`src/rtl/spi_slave_if.sv`:
```
// rtl/spi_slave_if.sv - SPI slave serial front end: MOSI frames to command words, read data to MISO.
// Command bit picks the path; a completed read-address frame arms the next read command for data return.
module spi_slave_if #(
  parameter int FRAME_W   = 10,
  parameter int ADDR_SIZE = 8
) (
  input  logic                 clk,
  input  logic                 rst,
  input  logic                 SS_n,
  input  logic                 MOSI,
  output logic [FRAME_W-1:0]   rx_data,
  output logic                 rx_valid,
  input  logic [ADDR_SIZE-1:0] tx_data,
  input  logic                 tx_valid,
  output logic                 MISO
);

  localparam int CNT_W = $clog2(FRAME_W + 1);
  localparam int TXC_W = $clog2(ADDR_SIZE + 1);
  localparam logic [CNT_W-1:0] LAST_BIT   = CNT_W'(FRAME_W);
  localparam logic [TXC_W-1:0] TX_BITS_M1 = TXC_W'(ADDR_SIZE - 1);

  typedef enum logic [2:0] {
    IDLE,
    CHK_CMD,
    WRITE,
    READ_ADD,
    READ_DATA
  } state_t;

  state_t state, state_nxt;

  logic [CNT_W-1:0]     bit_cnt;
  logic                 frame_done;
  logic [FRAME_W-1:0]   rx_shift;
  logic                 rd_addr_done;
  logic [ADDR_SIZE-1:0] tx_shift;
  logic [TXC_W-1:0]     tx_cnt;
  logic                 tx_loaded;
  logic                 tx_busy;

  logic clr;
  logic shift_en;
  logic strobe;
  logic tx_load;
  logic tx_step;
  logic tx_end;

  always_ff @(posedge clk or posedge rst) begin
    if (rst) begin
      state <= IDLE;
    end else begin
      state <= state_nxt;
    end
  end

  always_comb begin
    state_nxt = state;
    clr       = 1'b0;
    shift_en  = 1'b0;
    strobe    = 1'b0;
    tx_load   = 1'b0;
    tx_step   = 1'b0;
    tx_end    = 1'b0;
    case (state)
      IDLE: begin
        clr = 1'b1;
        if (!SS_n) begin
          state_nxt = CHK_CMD;
        end
      end
      CHK_CMD: begin
        if (SS_n) begin
          state_nxt = IDLE;
          clr       = 1'b1;
        end else if (!MOSI) begin
          state_nxt = WRITE;
        end else if (rd_addr_done) begin
          state_nxt = READ_DATA;
        end else begin
          state_nxt = READ_ADD;
        end
      end
      WRITE, READ_ADD, READ_DATA: begin
        // Deselect wins over everything, including a strobe that is due this cycle.
        if (SS_n) begin
          state_nxt = IDLE;
          clr       = 1'b1;
        end else if (bit_cnt != LAST_BIT) begin
          shift_en = 1'b1;
        end else if (!frame_done) begin
          strobe = 1'b1;
        end else if (state == READ_DATA) begin
          if (!tx_loaded) begin
            tx_load = tx_valid;
          end else if (tx_busy) begin
            if (tx_cnt != '0) begin
              tx_step = 1'b1;
            end else begin
              tx_end = 1'b1;
            end
          end
        end
      end
      default: begin
        state_nxt = IDLE;
        clr       = 1'b1;
      end
    endcase
  end

  always_ff @(posedge clk or posedge rst) begin
    if (rst) begin
      rx_data      <= '0;
      rx_valid     <= 1'b0;
      rx_shift     <= '0;
      bit_cnt      <= '0;
      frame_done   <= 1'b0;
      rd_addr_done <= 1'b0;
      tx_shift     <= '0;
      tx_cnt       <= '0;
      tx_loaded    <= 1'b0;
      tx_busy      <= 1'b0;
      MISO         <= 1'b0;
    end else begin
      rx_valid <= strobe;
      if (strobe) begin
        rx_data <= rx_shift;
      end
      if (clr) begin
        bit_cnt    <= '0;
        frame_done <= 1'b0;
        tx_loaded  <= 1'b0;
        tx_busy    <= 1'b0;
        tx_cnt     <= '0;
        MISO       <= 1'b0;
      end else begin
        if (shift_en) begin
          rx_shift <= {rx_shift[FRAME_W-2:0], MOSI};
          bit_cnt  <= bit_cnt + 1'b1;
        end
        if (strobe) begin
          frame_done <= 1'b1;
          if (state == READ_ADD) begin
            rd_addr_done <= 1'b1;
          end
        end
        // tx_loaded blocks a second capture while memory keeps tx_valid high.
        if (tx_load) begin
          tx_loaded <= 1'b1;
          tx_busy   <= 1'b1;
          MISO      <= tx_data[ADDR_SIZE-1];
          tx_shift  <= {tx_data[ADDR_SIZE-2:0], 1'b0};
          tx_cnt    <= TX_BITS_M1;
        end
        if (tx_step) begin
          MISO     <= tx_shift[ADDR_SIZE-1];
          tx_shift <= {tx_shift[ADDR_SIZE-2:0], 1'b0};
          tx_cnt   <= tx_cnt - 1'b1;
        end
        if (tx_end) begin
          MISO         <= 1'b0;
          tx_busy      <= 1'b0;
          rd_addr_done <= 1'b0;
        end
      end
    end
  end

endmodule

```
`config.mk`:
```
export PLATFORM = sky130hd
export DESIGN_NAME = spi_slave_if
export DESIGN_NICKNAME = d
export VERILOG_FILES = /design/src/rtl/spi_slave_if.sv
export SDC_FILE = /design/constraint.sdc
export NUM_CORES = 1
export LEC_CHECK = 0
export ABC_CLOCK_PERIOD_IN_PS = 2000
export BUFFER_PORTS_ARGS = -buffer_cell sky130_fd_sc_hd__buf_4
export CAP_MARGIN = 10
export CORE_ASPECT_RATIO = 0.7
export CORE_UTILIZATION = 45
export CTS_CLUSTER_DIAMETER = 120
export DETAILED_ROUTE_END_ITERATION = 7
export GPL_TIMING_DRIVEN = 0
export PLACE_DENSITY = 0.67
export SLEW_MARGIN = 20
export SYNTH_ARGS = -nofsm -noshare
export SYNTH_HDL_FRONTEND = slang
export SYNTH_SLANG_ARGS = --single-unit
```
`constraint.sdc`:
```
create_clock -name clk -period 2 [get_ports clk]
set_input_delay 0.1 -clock clk [delete_from_list [all_inputs] [get_ports clk]]
set_output_delay 0.1 -clock clk [all_outputs]
set_load 0.02 [all_outputs]
```
==> qor.log <==
[global_routing] maximum number of pins on one net before global-route repair 35
[drt] average routed wire per standard cell 15.5 um
[sta] Final Skew 0.00958 ns
[power] LEAKAGE 0.00131 uW
[layout] layout cell share with drive strength beyond 1 32.2%
[cts] number of clock sinks seen by CTS 44
[critical_path] launch point of the worst path state[1]
[cts] clock latency at the later pin of the worst-skew pair 0.30 ns
[drt] number of design-rule violations left by the first detailed-router iteration 95
[yosys] EDFF count, synth 0
[layout] growth of design area from synthesis to finish 27.5%
[drt] routed via count divided by cell count 5.40
[yosys] main combinational cell family by area after synthesis simple AND/OR/NAND/NOR gates
[global_routing] global-route wire length before repair 6.87 mm
[power] switching power 457 uW
[global_routing] number of antenna violations at the first check in global routing 0
[worst_hold_path] min-delay worst type input port to flip-flop
[power] share of total power in combinational logic 10.0%
[cts] root cell of the clock tree sky130_fd_sc_hd__clkbuf_8
[layout] nets@finish 248
[critical_path] required arrival time at the worst endpoint 2.18 ns
[placement] total half-perimeter wirelength after legalization and detailed placement 2.84 mm
[global_routing] vias in the first global route 1494
[drt] total wire length 4.42 mm
[critical_path] worst reg2reg setup slack 0.02 ns
[die] starting utilization of the core area 49.2%
[yosys] total of warnings raised by yosys 0
[power] largest voltage drop on the vdd net 0.503 mV
[yosys] ys async rst share 100%
[cts] number of buffers added by the clock tree synthesis step 5
[cts] CTS H-tree depth 2
[layout] antenna cells 0
[yosys] post-synthesis simple-gate area fraction 19.5%
[layout] final design area excluding fillers 0.00258 sq mm
[sta] worst setup slack after layout 0.0159 ns
[critical_path] launch instance of the worst register-to-register path state[1]
[drt] vias 1539
[yosys] Mapped Area 0.00202 sq mm
[yosys] post-synthesis sequential area ratio 54.5%
[yosys] number of unique standard cell types used by synthesis 36
[critical_path] critical path class flip-flop to flip-flop
[cts] CTS tree built
[die] vertical die dimension 58.1 um
[die] die area 0.00477 sq mm
[critical_path] maximum fanout count along the critical path 5
[placement] # port buffers 23
[drt] number of nets still failing antenna checks after routing 0
[layout] fill cell count 332
[layout] area of combinational cells with multiple inputs 893 sq um
[power] Pint 1410 uW
[sta] final critical-path required period 1.98 ns
[power] fraction of power consumed by sequential logic 54.2%
[yosys] Synth Area in Compound Gates 8.11%
[critical_path] Reg2Reg Depth 6
[critical_path] Worst R2R End rx_data[6]
[sta] number of pins exceeding their max-slew limit in the final report 0
[sta] worst-margin pin slew 0.696 ns
[sta] upper clock frequency limit 504 MHz
[placement] last weighted congestion value of the routability-driven placer 0.846
[yosys] adder and majority cell fraction of the synthesized area 1.86%
[yosys] number of flip-flops and latches in the synthesized netlist 44
[die] top-level I/O count 25
[yosys] mean area per synthesized cell 10.9 sq um
[worst_hold_path] Worst Hold Path Cells 3
[global_routing] Congestion Overflow GR 0
[die] die extent in x 82.1 um
[yosys] Post-Synthesis Net Count 202
[critical_path] type of element launching the critical path flip-flop
[cts] clock-pin slew on the worst setup and hold paths 0.08 ns
[yosys] Synth Area in XOR/XNOR 0%
[run_status] result of the run completed
[sta] final hold violation count 0
[yosys] dominant synthesized flop cell sky130_fd_sc_hd__dfrtp_1
[layout] register area 0.00110 sq mm
[critical_path] data arrival time of the critical path 2.17 ns
[drt] number of remaining DRC errors 0
[sta] fraction of the cycle the final worst path needs 99.2%
[critical_path] capturing element type of the critical path flip-flop
[sta] number of endpoints failing setup at the final stage 0
[global_routing] overall track demand over capacity in global routing 19.4%
[die] placeable core area 0.00411 sq mm
[placement] worst-case setup slack after placement -0.116 ns
[yosys] synthesized netlist cell count 186
[placement] post-place instance area 0.00228 sq mm
[critical_path] Critical Path Sink rx_data[6]
[job] max cap viols 0
[die] num rows 19
[power] Clock Power Share 35.8%
[sta] setup repair after global routing missed its margin yes
[drt] DR pass1 iterations 4
[power] switching portion of total power 24.5%
[power] power density normalized to cell area 724 mW/mm^2
[cts] Max Root-Sink Buffers 2
[yosys] mux share of post-synthesis cell area 12.4%
[sta] worst slew margin relative to its limit 53.2%
worst min path at each step:
stage                     slack, ns  startpoint          end
final                          0.04  tx_data[0]  tx_shift[1]
after global routing           0.09  tx_data[0]  tx_shift[1]
after CTS                      0.04  tx_data[0]  tx_shift[1]
after detailed placement       0.06         rst  rx_shift[9]
after global placement         0.35  tx_data[0]  tx_shift[1]
after floorplan                0.25  tx_data[0]  tx_shift[1]
cell families (layout without fill, tap and decap cells):
group,Yosys count,count (layout)
AO/OA/AOI/OAI,26,26
buffers and inverters,14,61
adder cells (fa/ha/maj),3,3
multiplexers,21,21
AND/OR/NAND/NOR,78,78
flip-flops,44,44
cell usage after synthesis (2+ instances only):
cell type | instances | area, sq um
sky130_fd_sc_hd__a211oi_2 | 2 | 25.0
sky130_fd_sc_hd__nand4_1 | 3 | 18.8
sky130_fd_sc_hd__nand2_1 | 44 | 165
sky130_fd_sc_hd__ha_1 | 3 | 37.5
sky130_fd_sc_hd__mux2_4 | 7 | 105
sky130_fd_sc_hd__nor4_1 | 2 | 12.5
sky130_fd_sc_hd__buf_6 | 2 | 22.5
sky130_fd_sc_hd__o21ai_1 | 3 | 15.0
sky130_fd_sc_hd__nor3_1 | 7 | 35.0
sky130_fd_sc_hd__dfrtp_1 | 44 | 1100
sky130_fd_sc_hd__clkbuf_1 | 3 | 11.3
sky130_fd_sc_hd__a31oi_1 | 3 | 18.8
sky130_fd_sc_hd__nand3_1 | 4 | 20.0
sky130_fd_sc_hd__buf_2 | 2 | 10.0
sky130_fd_sc_hd__o21ai_0 | 11 | 55.1
sky130_fd_sc_hd__mux2_2 | 4 | 45.0
sky130_fd_sc_hd__nor2b_1 | 4 | 25.0
sky130_fd_sc_hd__a21oi_1 | 2 | 10.0
sky130_fd_sc_hd__mux2i_1 | 9 | 90.1
sky130_fd_sc_hd__inv_1 | 6 | 22.5
sky130_fd_sc_hd__nor2_1 | 6 | 22.5
critical path: stages (launching register included):
cell,delay (ns)
sky130_fd_sc_hd__dfrtp_1,0.38
sky130_fd_sc_hd__buf_6,0.13
sky130_fd_sc_hd__or3b_4,0.39
sky130_fd_sc_hd__a21oi_4,0.17
sky130_fd_sc_hd__nor3b_4,0.31
sky130_fd_sc_hd__buf_6,0.19
sky130_fd_sc_hd__mux2_4,0.30
stage by stage:
stage / hold slack [ns] / total power, uW / TNS, ns / utilization (%) / std cells
6_report: 0.0411 / 1870 / 0 / 62.7 / 285
5_1_grt: 0.0945 / 1950 / -0.251 / 62.7 / 285
4_1_cts: 0.0384 / 1850 / 0 / 59.1 / 273
3_5_place_dp: 0.0573 / 1180 / -0.785 / 55.4 / 262
3_3_place_gp: 0.348 / 1160 / -0.605 / 54.9 / 261
2_1_floorplan: 0.253 / 1120 / 0 / - / 186
power by group through the flow:
stage / logic (uW) / registers (uW) / clock network (uW)
2_1_floorplan: 106 / 1010 / 0
3_3_place_gp: 140 / 1020 / 0
3_5_place_dp: 153 / 1030 / 0
4_1_cts: 159 / 1010 / 684
5_1_grt: 212 / 1020 / 714
6_report: 187 / 1010 / 669
registers in the layout, summed over array words and instances, names as in the netlist, 3 cells and up:
register and flops:
bit_cnt 4, tx_shift 7, tx_cnt 4, state 3, rx_shift 10, rx_data 10
layout by cell type (no fill, tap or decap), types with 2 or more instances in the layout:
cell / n
sky130_fd_sc_hd__buf_6: 6
sky130_fd_sc_hd__mux2i_1: 9
sky130_fd_sc_hd__nor4_1: 2
sky130_fd_sc_hd__inv_1: 5
sky130_fd_sc_hd__buf_4: 34
sky130_fd_sc_hd__a31oi_1: 3
sky130_fd_sc_hd__a21oi_1: 2
sky130_fd_sc_hd__nand2_1: 44
sky130_fd_sc_hd__o21ai_1: 2
sky130_fd_sc_hd__o21ai_0: 11
sky130_fd_sc_hd__dfrtp_1: 42
sky130_fd_sc_hd__nor2_1: 6
sky130_fd_sc_hd__dfrtp_2: 2
sky130_fd_sc_hd__clkbuf_1: 4
sky130_fd_sc_hd__clkbuf_8: 5
sky130_fd_sc_hd__ha_1: 3
sky130_fd_sc_hd__nor3_1: 6
sky130_fd_sc_hd__mux2_4: 11
sky130_fd_sc_hd__nor3b_4: 2
sky130_fd_sc_hd__nand3_1: 4
sky130_fd_sc_hd__nand4_1: 3
sky130_fd_sc_hd__nor2b_1: 4
layout make-up:
cell class	instances	share of cell area, %
flip-flops and latches	44	42.8
multi-input cells	128	34.6
repair buffers	39	12.4
clock buffers	6	2.81
plain buffers	8	2.62
well taps	52	2.52
clock inverters	2	1.36
inverters	6	0.873
metal layers:
metal,share of wire (%),track usage (%)
met2,45,29.0
met3,4.7,5.67
met4,1.4,7.52
met1,49,26.7
met5,0,0
repair_timing:
action	4_1_cts	5_1_grt
hold buffers	1	0
hold endpoints to repair	10	0
endpoints found under the setup margin	8	23
gates cloned	0	1
pin swaps	0	5
gates resized for setup	3	18
buffers inserted	2	11
(Power assumes the default switching activity.)
